<file path="src/rtl/regfile_write_ctrl.sv">
// Round-robin write-port arbiter and clear sequencer for the 8x8 register file.
// Optional macro REGFILE_WCTRL_R0_ZERO_EN: requester writes to address 0 handshake but are dropped.
//
// state    | meaning
// ---------+-----------------------------------------------------------
// ST_ARB   | arbitrate requesters onto the write port, one transfer/cycle
// ST_CLEAR | write zero to every address, one per cycle, requesters stalled
module regfile_write_ctrl #(
   parameter int NUM_REQ = 4,
   parameter int ADDR_W  = 3,
   parameter int DATA_W  = 8
) (
   input  logic                      clk,
   input  logic                      rst_n,
   input  logic [NUM_REQ-1:0]        req_valid,
   input  logic [NUM_REQ*ADDR_W-1:0] req_addr,
   input  logic [NUM_REQ*DATA_W-1:0] req_data,
   output logic [NUM_REQ-1:0]        req_ready,
   input  logic                      clear_start,
   input  logic                      hold,
   output logic                      we,
   output logic [ADDR_W-1:0]         w_addr,
   output logic [DATA_W-1:0]         w_data,
   output logic                      busy,
   output logic                      clear_done
);

   localparam int IDX_W = $clog2(NUM_REQ);

   typedef enum logic {ST_ARB, ST_CLEAR} state_t;

   state_t              state, state_nxt;
   logic [IDX_W-1:0]    ptr, ptr_nxt, gnt_idx, cand;
   logic [ADDR_W-1:0]   cnt, cnt_nxt, sel_addr, w_addr_nxt;
   logic [DATA_W-1:0]   sel_data, w_data_nxt;
   logic                gnt_found, we_nxt, done_nxt;
   logic [NUM_REQ-1:0]  grant;

   // First valid requester at or after the pointer, wrapping; clear_start outranks any grant.
   always_comb begin
      grant     = '0;
      gnt_idx   = '0;
      cand      = '0;
      gnt_found = 1'b0;
      if (rst_n && state == ST_ARB && !clear_start && !hold) begin
         for (int k = 0; k < NUM_REQ; k++) begin
            cand = IDX_W'((int'(ptr) + k) % NUM_REQ);
            if (!gnt_found && req_valid[cand]) begin
               gnt_found = 1'b1;
               gnt_idx   = cand;
            end
         end
      end
      if (gnt_found) grant[gnt_idx] = 1'b1;
   end

   assign req_ready = grant;
   assign sel_addr  = req_addr[gnt_idx*ADDR_W +: ADDR_W];
   assign sel_data  = req_data[gnt_idx*DATA_W +: DATA_W];
   assign busy      = (state == ST_CLEAR);

   always_comb begin
      state_nxt  = state;
      ptr_nxt    = ptr;
      cnt_nxt    = cnt;
      we_nxt     = 1'b0;
      w_addr_nxt = w_addr;
      w_data_nxt = w_data;
      done_nxt   = 1'b0;
      case (state)
         ST_ARB: begin
            if (clear_start) begin
               state_nxt = ST_CLEAR;
            end else if (gnt_found) begin
               ptr_nxt    = (gnt_idx == IDX_W'(NUM_REQ - 1)) ? '0 : gnt_idx + 1'b1;
               w_addr_nxt = sel_addr;
               w_data_nxt = sel_data;
`ifdef REGFILE_WCTRL_R0_ZERO_EN
               we_nxt     = (sel_addr != '0);
`else
               we_nxt     = 1'b1;
`endif
            end
         end
         ST_CLEAR: begin
            we_nxt     = 1'b1;
            w_addr_nxt = cnt;
            w_data_nxt = '0;
            cnt_nxt    = cnt + 1'b1;
            // Last address issued: counter wraps to zero and arbitration resumes.
            if (cnt == '1) begin
               state_nxt = ST_ARB;
               done_nxt  = 1'b1;
            end
         end
         default: state_nxt = ST_ARB;
      endcase
   end

   always_ff @(posedge clk) begin
      if (!rst_n) begin
         state      <= ST_ARB;
         ptr        <= '0;
         cnt        <= '0;
         we         <= 1'b0;
         w_addr     <= '0;
         w_data     <= '0;
         clear_done <= 1'b0;
      end else begin
         state      <= state_nxt;
         ptr        <= ptr_nxt;
         cnt        <= cnt_nxt;
         we         <= we_nxt;
         w_addr     <= w_addr_nxt;
         w_data     <= w_data_nxt;
         clear_done <= done_nxt;
      end
   end

endmodule

</file>
<file path="config.mk">
export PLATFORM = sky130hd
export DESIGN_NAME = regfile_write_ctrl
export DESIGN_NICKNAME = d
export VERILOG_FILES = /design/src/rtl/regfile_write_ctrl.sv
export SDC_FILE = /design/constraint.sdc
export NUM_CORES = 1
export LEC_CHECK = 0
export BUFFER_PORTS_ARGS = -buffer_cell sky130_fd_sc_hd__buf_2
export CAP_MARGIN = 20
export CELL_PAD_IN_SITES_DETAIL_PLACEMENT = 1
export CELL_PAD_IN_SITES_GLOBAL_PLACEMENT = 1
export CORE_ASPECT_RATIO = 1.2
export CORE_MARGIN = 2
export CORE_UTILIZATION = 31
export CTS_CLUSTER_SIZE = 10
export DETAILED_ROUTE_END_ITERATION = 10
export GPL_TIMING_DRIVEN = 0
export PLACE_DENSITY = 0.76
export SYNTH_ARGS = -nofsm -noshare
export SYNTH_HDL_FRONTEND = slang
export SYNTH_SLANG_ARGS = --single-unit
</file>
<file path="constraint.sdc">
create_clock -name clk -period 2.2 [get_ports clk]
set_input_delay 0 -clock clk [delete_from_list [all_inputs] [get_ports clk]]
set_output_delay 0 -clock clk [all_outputs]
set_load 0.02 [all_outputs]
</file>
Word-level counts from Yosys, hierarchy flattened
Cells that the tools add are included.

storage, ports and cells
  logic and storage cells = 80
  register bits after elaboration = 19
  input bits = 52

operators by class
  shift operators = 2
  multiplexer cells = 38
  bitwise gates (word level) = 2
  $add $sub $neg = 5
  $mul = 1
  eq/ne operators = 4
  reductions and logical operators = 15
  magnitude comparators = 6

operators by type and width
  operator                                                     number
  indexed part select 32 x 6 -> 8 bit                          1
  2-to-1 mux 1 bit                                             18
  2-to-1 mux 8 bit                                             2
  one-hot mux 8 bit (2 select lines)                           1
  less-than comparator 2 x 3 -> 1 bit (second input constant)  5
  2-to-1 mux 2 bit                                             6
  indexed part select 12 x 5 -> 3 bit                          1
  binary-select mux 1 bit (select 2 bit)                       4
  logical AND 1 bit                                            7
  2-to-1 mux 3 bit                                             2
  one-hot mux 3 bit (2 select lines)                           1
  zero test 1 bit                                              5
  adder 2 x 1 -> 2 bit (second input constant)                 2
  adder 2 bit (second input constant)                          2
  multiplier 2 x 2 -> 4 bit (second input constant)            1
  2-to-1 mux 4 bit                                             1
  inequality test 2 bit (second input constant)                2
  one-hot mux 1 bit (2 select lines)                           2
  AND reduction 2 bit                                          2
  adder 3 x 1 -> 3 bit (second input constant)                 1
  equality test 3 bit (second input constant)                  1
  AND reduction 3 bit                                          1
  demux 1 bit (select 2 bit)                                   1
  equality test 2 bit (second input constant)                  1
  other kinds (2)                                              3

Depth between registers and ports, before layout
Gate-level depths: netlist of run 1.

  depth in word-level cells = 22
  gate-level depth with buffers = 9
  gate-level depth less buffers = 7

Worst setup path before layout of run 1
No wires, ideal clock.

  kind = reg2reg
  from = register state (netlist: busy)
  to = register ptr[1]
  path buffers = 1
  period minus slack after synthesis = 1.952 ns
  data required time = 2.078 ns
  stages on the path, launching flop included = 8
  setup time = 0.122 ns
  arrival time = 1.830 ns
  slack = 0.248 ns
  path through = dfxtp_1 > or4b_4 > nor2_4 > and3_4 > buf_6 > ha_1 > nand2_1 > a21boi_0

between the ends
  longest elaborated chain between the ends = 7
  elaborated cells on any way between the ends = 10
  classes of those cells = add/sub (1); eq/ne (1); mux (3); bitwise (1); reduce/logical (4)

RTL lines
  what                                                         RTL line  source
  start: declaration                                           32        state_t state, state_nxt;
  start signal: assignment                                     110       state <= state_nxt;
  NOT 1 bit *                                                  n/a
  logical AND 1 bit (3 in a row)                               45        if (rst_n && state == ST_ARB && !clear_start && !hold) begin
  2-to-1 mux 2 bit                                             45
  adder 2 x 1 -> 2 bit or equality test 2 bit (tied branches)  75        ptr_nxt = (gnt_idx == IDX_W'(NUM_REQ - 1)) ? '0 : gnt_idx + 1'b1;
  2-to-1 mux 2 bit                                             75
  end signal: assignment                                       111       ptr <= ptr_nxt;
  end: declaration                                             33        logic [IDX_W-1:0] ptr, ptr_nxt, gnt_idx, cand;

Mark *: on every way between the ends. The rest lies on a longest branch, timed or not.
A chain may end at the register's enable or synchronous reset.

Worst setup path in the final report of run 1
  from = input clear_start
  to = output req_ready[3]

between the ends
  longest elaborated chain between the ends = 9
  elaborated cells on any way between the ends = 11
  classes of those cells = order compare (2); mux (5); reduce/logical (4)

RTL lines
  what                                                                                                       RTL line  source
  start: declaration                                                                                         19        input logic clear_start,
  zero test 1 bit *                                                                                          45
  logical AND 1 bit * (2 in a row)                                                                           45
  2-to-1 mux 2 bit                                                                                           45
  less-than comparator 2 x 3 -> 1 bit (not written as such) or >= comparator 2 x 1 -> 1 bit (tied branches)  54        if (gnt_found) grant[gnt_idx] = 1'b1;
  logical AND 1 bit (not written as such)                                                                    54
  2-to-1 mux 1 bit (not written as such)                                                                     54
  demux 1 bit (select 2 bit)                                                                                 54
  2-to-1 mux 4 bit *                                                                                         54
  end: declaration                                                                                           18        output logic [NUM_REQ-1:0] req_ready,

Marks and branches as above.

==> results of run 1 <==
worst register-to-register path, stage by stage, from the launching register on:
cell	delay [ps]
dfxtp_2	360
or4b_4	580
nor2_4	160
and3_4	230
buf_12	140
ha_1	230
nand2_1	70
a21boi_0	70
what timing repair did:
action                                  4_1_cts  5_1_grt
buffers inserted                              3        2
endpoints found under the setup margin        4        4
hold buffers                                  1        0
resized for setup                             2        8
hold endpoints to repair                      1        0
pin swaps                                     1        2
report_power, final:
group / internal (W) / switching (W) / total, W / leakage (nW)
Sequential: 0.000361 / 0.0000126 / 0.000373 / 0.155
Combinational: 0.0000957 / 0.000118 / 0.000213 / 0.692
Clock: 0.000126 / 0.000133 / 0.000259 / 0.0255
Total: 0.000583 / 0.000263 / 0.000846 / 0.873
cell usage in the layout, fill, tap and decap left out, types with 2 or more instances in the layout:
cell type / netlist / final
nor2b_1: 2 / 2
o32ai_1: 8 / 8
a21boi_0: 11 / 11
ha_1: 6 / 6
buf_4: 0 / 6
dfxtp_1: 19 / 18
o221ai_1: 3 / 2
a31oi_1: 8 / 8
mux2i_1: 7 / 7
o21ai_0: 5 / 5
nand2b_1: 4 / 4
a21o_1: 2 / 2
a221oi_1: 9 / 9
buf_2: 4 / 72
and3_1: 9 / 9
a22oi_1: 2 / 2
a21oi_1: 10 / 10
clkbuf_8: 0 / 3
and2_1: 5 / 5
clkbuf_1: 6 / 4
inv_1: 4 / 3
nand2_1: 12 / 12
kinds of logic (layout without fill, tap and decap cells):
kind of cell             after synthesis  in the layout  share of synthesized area, %
multiplexers                           7              7                          5.43
flip-flops                            19             19                          29.5
buffers and inverters                 16             94                          5.72
AND/OR/NAND/NOR                       39             39                          18.4
adder cells (fa/ha/maj)                6              6                          5.81
AO/OA/AOI/OAI                         63             63                          35.2
worst paths after layout:
path                            cells after the start            to         start
worst max-delay path                                9  req_ready[3]   clear_start
worst min register to register                      2        cnt[0]        cnt[0]
worst min-delay path                                3     w_data[1]  req_data[17]
worst max register to register                      7        ptr[1]          busy
routing by layer:
metal	global-route usage [%]	vias to the layer above	part of all wire, %
li1	-	740	-
met1	25.6	734	41
met2	38.9	51	52
met3	4.33	9	5.4
met4	6.17	0	1.4
met5	0	-	0
flip-flops by register name, summed over array words and instances, names as in the netlist:
name	count
ptr	2
w_addr	3
we	1
cnt	3
w_data	8
clear_done	1
busy	1
cells in the mapped netlist:
cell / n
dfxtp_1: 19
nand2_1: 12
a21boi_0: 11
a21oi_1: 10
a221oi_1: 9
and3_1: 9
a31oi_1: 8
o32ai_1: 8
mux2i_1: 7
clkbuf_1: 6
ha_1: 6
and2_1: 5
o21ai_0: 5
buf_2: 4
inv_1: 4
nand2b_1: 4
o221ai_1: 3
a21o_1: 2
a22oi_1: 2
nor2b_1: 2
and3_4: 1
buf_6: 1
clkbuf_2: 1
nand2_2: 1
nor2_1: 1
nor2_4: 1
nor4_2: 1
nor4b_1: 1
o211a_1: 1
o21a_1: 1
o22a_1: 1
o22ai_1: 1
o311ai_0: 1
or4b_4: 1
cell type report:
cell class	count	area share, %
multi-input combinational	115	46.6
timing repair buffer	75	21.7
sequential	19	20.9
buffer	11	3.71
tap	54	3.71
clock buffer	3	2.26
inverter	4	0.824
clock inverter	1	0.275
through the flow:
step | setup TNS [ps] | hold slack, ps | utilization [%] | area [um^2] | cells
floorplan | 0 | 138 | - | 1290 | 150
global placement | 0 | 264 | 42.9 | 1700 | 273
detailed placement | 0 | 263 | 42.9 | 1700 | 273
CTS | 0 | 25.8 | 45.1 | 1790 | 281
global route | -7.28 | 46.3 | 45.9 | 1820 | 282
finish | 0 | 28.6 | 45.9 | 1820 | 282
==> results.tsv, run 1 <==
stage	metric	value	unit
outcome	status	completed	
synth	Cell Area, Synth	0.00129	mm^2
setup_path	CP Cell Sequence	dlygate4sd3_1 > buf_2 > or4b_4 > nor2_4 > and3_4 > buf_12 > ha_1 > and2_1 > buf_2	
synth	Synth area leader	dfxtp_1	
drt	# DRC	0	
global_routing	largest net degree at the start of global routing	12	
clock_tree	clock buffer depth	2	
pwr	PwrDens	464	mW/mm^2
synth	Yosys reg bits	19	
clock_tree	CTS tree	yes	
setup_path	Worst Path Buf+Inv	4	
drt	drt via density	5.44	
placement	worst slack, placed	52.7	ps
floorplanning	Die ar.	0.00470	mm^2
drt	Avg WL per Cell	16.9	um
flow_run	max cap viols	0	
drt	WL final	4780	um
setup_path	CP top delay family	simple AND/OR/NAND/NOR gates	
setup_path	CP max stage cell	or4b_4	
hold_path	HP Class	input port to flip-flop	
timing	Clock Skew	3.50	ps
synth	Seq/Total Area, Yosys	29.5	%
setup_path	Critical Path End Type	output pin	
floorplanning	Die Span X	62.9	um
placement	PortBufs	69	
drt	Routed Antenna Nets	0	
synth	top cells by area, synth	dfxtp_1 (29%), a21boi_0 (6.4%), a221oi_1 (6.1%)	
global_routing	gr ovfl total	0	
clock_tree	Root Driver	clkbuf_8	
timing	Worst Max-Slew Pin Slew	481	ps
drt	drt initial violations	65	
floorplanning	Top-Level Pins	70	
clock_tree	cts bufs inserted	3	
pwr	VDD IR max	0.236	mV
placement	DP HPWL	3500	um
placement	GPL Wtd Cong	0.747	
timing	max-slew violation count	0	
layout	register area	382	um^2
synth	Mapped Nets	208	
synth	Yosys top cell area share	29.5	%
global_routing	vias in the first global route	1589	
clock_tree	depth of the CTS H-tree	1	
setup_path	FF-to-FF setup slack	260	ps
floorplanning	FP Rows	25	
timing	Min Clock Period, post-route	2140	ps
global_routing	initial antenna violation count	0	
synth	number of distinct library cells after synthesis	34	
setup_path	most frequent CP cell	buf_2	
layout	layout cells sized above 1	41.2	%
setup_path	CP peak stage delay	550	ps
floorplanning	die span in y	74.7	um
layout	NumNets Final	287	
floorplanning	CORE AREA	0.00397	mm^2
setup_path	kind of critical path	input port to output pin	
pwr	Lkg Pwr	0.873	nW
synth	Syn Inst Count	150	
setup_path	CP arrival	2140	ps
timing	final setup fails	0	
setup_path	Setup crit start kind	input port	
clock_tree	worst skew pair latency	260	ps
drt	Pre-antenna DRT Iters	4	
layout	area of the multi-input gates	850	um^2
clock_tree	clk sinks	19	
layout	diodes inserted	0	
timing	Final WS setup	64.3	ps
drt	DR vias	1534	
synth	Synth warnings	0	
timing	fmax	0.468	GHz
global_routing	global-route wire length before repair	7710	um
timing	Tcrit/Tclk final	97.1	%
layout	area grow syn2layout	41.2	%
timing	relative slew slack	67.9	%
synth	Mapped Avg Cell Area	8.61	um^2
floorplanning	Starting Density	32.5	%
setup_path	Max FO, Critical Path	11	
timing	Fin. Hold Viols	0	
setup_path	CP Data Required Time	2200	ps
pwr	total chip power	0.000846	W
global_routing	All-Layer GR Usage	21.3	%
clock_tree	clock slew at reported path FFs	80	ps
layout	Fillers	519	
Note: power is estimated with default switching activity, not from simulation.
==> inputs of run 2 (changes only) <==
--- a/config.mk
+++ b/config.mk
@@ -12,6 +12,7 @@
 export CORE_ASPECT_RATIO = 1.2
 export CORE_MARGIN = 2
 export CORE_UTILIZATION = 31
+export CTS_CLUSTER_DIAMETER = 100
 export CTS_CLUSTER_SIZE = 10
 export DETAILED_ROUTE_END_ITERATION = 10
 export GPL_TIMING_DRIVEN = 0
==> constraint.sdc (replaced) <==
create_clock -name clk -period 2.15 [get_ports clk]
set_input_delay 0.645 -clock clk [delete_from_list [all_inputs] [get_ports clk]]
set_output_delay 0.645 -clock clk [all_outputs]
set_load 0.02 [all_outputs]
==> results.tsv, run 2 (synthesized netlist as in run 1, its figures left out) <==
stage	metric	value	unit	change
drt	drt initial violations	66		was 65
timing	RSZ-0062 raised after global routing	true		
setup_path	Critical Path End Type	output pin		unchanged
layout	Top reg by flops	w_data		unchanged
drt	WL final	5200	um	was 4780 um
floorplanning	FP Rows	25		unchanged
timing	max-slew violation count	0		unchanged
setup_path	kind of critical path	input port to output pin		unchanged
drt	Pre-antenna DRT Iters	4		unchanged
floorplanning	Starting Density	32.5	%	unchanged
clock_tree	depth of the CTS H-tree	1		unchanged
placement	worst slack, placed	-999	ps	was 52.7 ps
layout	final instance area	0.00203	mm^2	was 0.00182 mm^2
flow_run	max cap viols	0		unchanged
setup_path	Crit. Startpoint	hold		was clear_start
floorplanning	Top-Level Pins	70		unchanged
placement	PortBufs	69		unchanged
setup_path	startpoint of the worst-slack reg-to-reg timing path	busy		unchanged
floorplanning	CORE AREA	0.00397	mm^2	unchanged
layout	Non-Filler Instances	288		was 282
layout	leading cell type in the layout, fill and taps excluded	buf_2		unchanged
floorplanning	die span in y	74.7	um	unchanged
placement	DP Cell Count	273		unchanged
clock_tree	CTS tree	yes		unchanged
placement	Post-DP Area	0.00174	mm^2	was 0.00170 mm^2
outcome	status	complete, but fails checks		was completed
setup_path	Setup crit start kind	input port		unchanged
timing	Min Clock Period, post-route	2750	ps	
layout	Fillers	501		was 519
drt	Avg WL per Cell	18.1	um	was 16.9 um
clock_tree	clock slew at reported path FFs	80	ps	about the same
timing	fmax	0.364	GHz	
clock_tree	clock buffer depth	2		unchanged
setup_path	Reg2Reg Depth	8		was 7
placement	DP HPWL	3610	um	was 3500 um
pwr	PwrDens	439	mW/mm^2	was 464 mW/mm^2
setup_path	CP Data Required Time	1500	ps	was 2200 ps
drt	DR vias	1580		was 1534
layout	commonest cells after routing, fill and taps aside	buf_2 (66), dfxtp_1 (19), nand2_1 (12), buf_4 (12), a21boi_0 (11)		was buf_2 (72), dfxtp_1 (18), nand2_1 (12)
timing	Fin. Hold Viols	0		unchanged
setup_path	termination of the worst setup path	req_ready[3]		unchanged
pwr	VDD IR max	0.284	mV	was 0.236 mV
floorplanning	Die ar.	0.00470	mm^2	unchanged
floorplanning	Die Span X	62.9	um	unchanged
clock_tree	cts bufs inserted	3		unchanged
drt	# DRC	0		unchanged
layout	max reg flops	8		unchanged
timing	final setup fails	5		was 0
timing	Hold WS	486	ps	was 28.6 ps
drt	Routed Antenna Nets	0		unchanged
setup_path	CP arrival	2100	ps	was 2140 ps
setup_path	R2R Path End	w_addr[0]		was ptr[1]
layout	NumNets Final	293		was 287
pwr	Lkg Pwr	0.939	nW	was 0.873 nW
drt	drt via density	5.49		was 5.44
setup_path	FF-to-FF setup slack	50	ps	was 260 ps
timing	Tcrit/Tclk final	128	%	
global_routing	global-route wire length before repair	7910	um	was 7710 um
timing	relative slew slack	65.2	%	was 67.9%
pwr	total chip power	0.000893	W	was 0.000846 W
setup_path	Max FO, Critical Path	4		was 11
global_routing	vias in the first global route	1638		was 1589
clock_tree	hold buffers post-CTS	0		was 1
global_routing	largest net degree at the start of global routing	12		unchanged
clock_tree	Root Driver	clkbuf_8		unchanged
timing	Clock Skew	2.51	ps	was 3.50 ps
global_routing	All-Layer GR Usage	21.2	%	was 21.3%
hold_path	HP Class	flip-flop to flip-flop		was input port to flip-flop
outcome	failing checks	setup timing		
timing	Final WS setup	-597	ps	was 64.3 ps
layout	layout cells sized above 1	49.6	%	was 41.2%
clock_tree	worst skew pair latency	260	ps	about the same
global_routing	initial antenna violation count	0		unchanged
timing	Worst Max-Slew Pin Slew	523	ps	was 481 ps
clock_tree	clk sinks	19		unchanged
layout	diodes inserted	0		unchanged
global_routing	gr ovfl total	0		unchanged
placement	GPL Wtd Cong	0.772		was 0.747
layout	area grow syn2layout	57.6	%	was 41.2%
hold_path	HP Start	cnt[0]		was req_data[17]
layout	top flop regs	w_data (8), cnt (3), w_addr (3)		unchanged
[run 2: cell types whose count changed in the layout (fill, tap and decap cells not counted), sizes merged]
cell         before  now
buf              79   85
clkbuf            9   10
dlygate4sd3       1    0
[run 2: routing by layer]
| layer | GRT usage (%) | wire length, um | up-vias |
|---|---|---|---|
| met3 | 3.14 | 259 | 4 |
| met5 | 0 | 0 | - |
| met1 | 24.2 | 2100 | 766 |
| met4 | 2.47 | 34 | 0 |
| met2 | 43.1 | 2800 | 60 |
| li1 | - | - | 750 |
[run 2: power by group]
group | switching, W | total, W | leakage (nW) | internal [W]
sequential | 0.0000123 | 0.000381 | 0.155 | 0.000369
clock | 0.000134 | 0.000263 | 0.0255 | 0.000129
combinational | 0.000137 | 0.000249 | 0.758 | 0.000113
[run 2: area by class of cell]
type	count	area, um^2	share of cell area [%]
multi-input combinational	115	976	48.0
timing repair buffer	80	468	23.0
sequential	19	380	18.7
buffer	12	78.8	3.87
tap	54	67.6	3.32
clock buffer	3	41.3	2.03
inverter	4	17.5	0.861
clock inverter	1	5.00	0.246
[run 2: what timing repair did]
action,4_1_cts,5_1_grt
endpoints found under the setup margin,7,11
buffers inserted,9,2
gates resized for setup,19,15
pin swaps,4,5
[run 2: how the worst min path moves through the flow]
stage,endpoint,slack [ps],cells after the start
after floorplan,cnt[0],460,2
after global placement,cnt[0],470,2
after detailed placement,cnt[0],480,2
after CTS,cnt[0],490,2
after global routing,cnt[0],530,2
final,cnt[0],490,2
[run 2: stage by stage]
stage	util, %	TNS [ps]
floorplan	-	-1830
global placement	43.9	-5970
detailed placement	43.9	-6570
CTS	48.3	-2460
global route	51.2	-2640
finish	51.2	-2360
[run 2: critical path, stage by stage]
cell and delay, ps:
buf_6 90, or4b_4 530, nor2_4 120, and3_4 230
buf_12 120, ha_4 110, and2_4 130, buf_6 110
==> inputs of run 3 (changes only) <==
--- a/config.mk
+++ b/config.mk
@@ -10,7 +10,7 @@
 export CELL_PAD_IN_SITES_DETAIL_PLACEMENT = 1
 export CELL_PAD_IN_SITES_GLOBAL_PLACEMENT = 1
 export CORE_ASPECT_RATIO = 1.2
-export CORE_MARGIN = 2
+export CORE_MARGIN = 5
 export CORE_UTILIZATION = 31
 export CTS_CLUSTER_DIAMETER = 100
 export CTS_CLUSTER_SIZE = 10
==> results.tsv, run 3 (synthesized netlist as in run 1, its figures left out) <==
stage	metric	value	unit	change
layout	top flop regs	w_data (8), cnt (3), w_addr (3)		unchanged
clock_tree	clk sinks	19		unchanged
outcome	status	complete, but fails checks		unchanged
hold_path	HP Start	cnt[0]		unchanged
setup_path	Reg2Reg Depth	8		unchanged
layout	register area	380	um^2	unchanged
placement	GPL Wtd Cong	0.832		was 0.772
floorplanning	Die Span X	68.9	um	was 62.9 um
timing	Worst Max-Slew Pin Slew	493	ps	was 523 ps
setup_path	CP arrival	2100	ps	about the same
floorplanning	die span in y	80.7	um	was 74.7 um
floorplanning	FP Rows	25		unchanged
clock_tree	Root Driver	clkbuf_8		unchanged
layout	Top reg by flops	w_data		unchanged
setup_path	kind of critical path	input port to output pin		unchanged
floorplanning	Die ar.	0.00556	mm^2	was 0.00470 mm^2
layout	diodes inserted	0		unchanged
setup_path	Setup crit start kind	input port		unchanged
timing	Final WS setup	-592	ps	was -597 ps
clock_tree	worst skew pair latency	250	ps	was 260 ps
drt	WL final	4980	um	was 5200 um
timing	Setup TNS	-2350	ps	was -2360 ps
floorplanning	Starting Density	32.5	%	unchanged
drt	DR vias	1545		was 1580
global_routing	global-route wire length before repair	7470	um	was 7910 um
outcome	failing checks	setup timing		unchanged
timing	Min Clock Period, post-route	2740	ps	was 2750 ps
setup_path	Critical Path End Type	output pin		unchanged
layout	max reg flops	8		unchanged
layout	leading cell type in the layout, fill and taps excluded	buf_2		unchanged
timing	relative slew slack	67.1	%	was 65.2%
hold_path	hold path endpoint	cnt[0]		unchanged
timing	max-slew violation count	0		unchanged
drt	Pre-antenna DRT Iters	4		unchanged
flow_run	max cap viols	0		unchanged
pwr	VDD IR max	0.340	mV	was 0.284 mV
drt	# DRC	0		unchanged
global_routing	initial antenna violation count	0		unchanged
hold_path	HP Class	flip-flop to flip-flop		unchanged
clock_tree	hold buffers post-CTS	0		unchanged
placement	DP HPWL	3820	um	was 3610 um
layout	area of the multi-input gates	936	um^2	was 976 um^2
setup_path	FF-to-FF setup slack	100	ps	was 50 ps
layout	layout cells sized above 1	48.1	%	was 49.6%
global_routing	All-Layer GR Usage	17.6	%	was 21.2%
pwr	PwrDens	439	mW/mm^2	about the same
timing	Fin. Hold Viols	0		unchanged
layout	commonest cells after routing, fill and taps aside	buf_2 (65), dfxtp_1 (19), buf_4 (14)		was buf_2 (66), dfxtp_1 (19), nand2_1 (12), buf_4 (12), a21boi_0 (11)
global_routing	largest net degree at the start of global routing	12		unchanged
floorplanning	CORE AREA	0.00397	mm^2	unchanged
clock_tree	clock slew at reported path FFs	70	ps	was 80 ps
layout	area grow syn2layout	53.7	%	was 57.6%
placement	PortBufs	69		unchanged
clock_tree	CTS tree	yes		unchanged
hold_path	Hold Path Cell Cnt	2		unchanged
pwr	Lkg Pwr	0.918	nW	was 0.939 nW
floorplanning	Top-Level Pins	70		unchanged
timing	RSZ-0062 raised after global routing	true		unchanged
timing	Clock Skew	3.76	ps	was 2.51 ps
clock_tree	cts bufs inserted	3		unchanged
clock_tree	depth of the CTS H-tree	1		unchanged
timing	Tcrit/Tclk final	128	%	about the same
layout	NumNets Final	292		was 293
timing	fmax	0.365	GHz	was 0.364 GHz
global_routing	vias in the first global route	1585		was 1638
setup_path	CP Data Required Time	1500	ps	about the same
setup_path	Max FO, Critical Path	4		unchanged
timing	final setup fails	4		was 5
drt	drt via density	5.38		was 5.49
drt	Avg WL per Cell	17.4	um	was 18.1 um
setup_path	R2R Path End	w_addr[0]		unchanged
drt	Routed Antenna Nets	0		unchanged
timing	Hold WS	513	ps	was 486 ps
layout	fin util	50.0	%	was 51.2%
drt	drt initial violations	69		was 66
clock_tree	clock buffer depth	2		unchanged
global_routing	gr ovfl total	0		unchanged
layout	Fillers	490		was 501
setup_path	startpoint of the worst-slack reg-to-reg timing path	busy		unchanged
[run 3: through the flow]
step                      worst slack (ps)  area, um^2  instances  total power, W
final                                 -592        1980        287        0.000871
after global placement                -966        1740        273        0.000598
after detailed placement              -958        1740        273        0.000603
after global routing                  -635        1980        287        0.000920
after CTS                             -613        1920        285        0.000867
after floorplan                       -462        1330        150        0.000502
[run 3: critical path, stage by stage]
cell and delay (ps):
buf_6 90, or4b_4 540, nor2_4 110, and3_4 230, buf_12 120, ha_4 120, and2_4 130, buf_6 110
[run 3: worst max-delay path by stage]
| stage | startpoint | to | slack [ps] | cells after the start |
|---|---|---|---|---|
| floorplan | hold | req_ready[0] | -460 | 6 |
| global placement | clear_start | req_ready[0] | -970 | 7 |
| detailed placement | req_valid[0] | req_ready[0] | -960 | 8 |
| CTS | clear_start | req_ready[1] | -610 | 8 |
| global route | hold | req_ready[0] | -630 | 8 |
| finish | hold | req_ready[3] | -590 | 8 |
[run 3: layout make-up]
cell class                 instances  area share, %
tap                               54           3.40
buffer                            11           3.53
clock buffer                       4           2.27
inverter                           4          0.883
sequential                        19           19.2
timing repair buffer              80           23.6
multi-input combinational        115           47.2
[run 3: what timing repair did]
item / CTS / global route
resized for setup: 20 / 11
endpoints found under the setup margin: 7 / 11
endpoints found under the hold margin: 0 / 0
setup buffers: 8 / 3
pin swaps: 3 / 4
[run 3: power by group]
| group | switching, W | internal (W) | leakage (nW) | total [W] |
|---|---|---|---|---|
| combinational | 0.000129 | 0.000109 | 0.741 | 0.000238 |
| clock | 0.000120 | 0.000132 | 0.0228 | 0.000251 |
| sequential | 0.0000125 | 0.000369 | 0.155 | 0.000381 |
| total | 0.000261 | 0.000610 | 0.918 | 0.000871 |
[run 3: layer usage]
layer / GRT usage (%) / share of wire [%] / wire length, um / vias up
met5: 0 / 0 / 0 / -
met4: 5.26 / 1.7 / 85 / 0
met3: 3.08 / 6.3 / 312 / 9
met2: 32.0 / 50 / 2510 / 55
met1: 20.4 / 42 / 2070 / 731
li1: - / - / - / 750
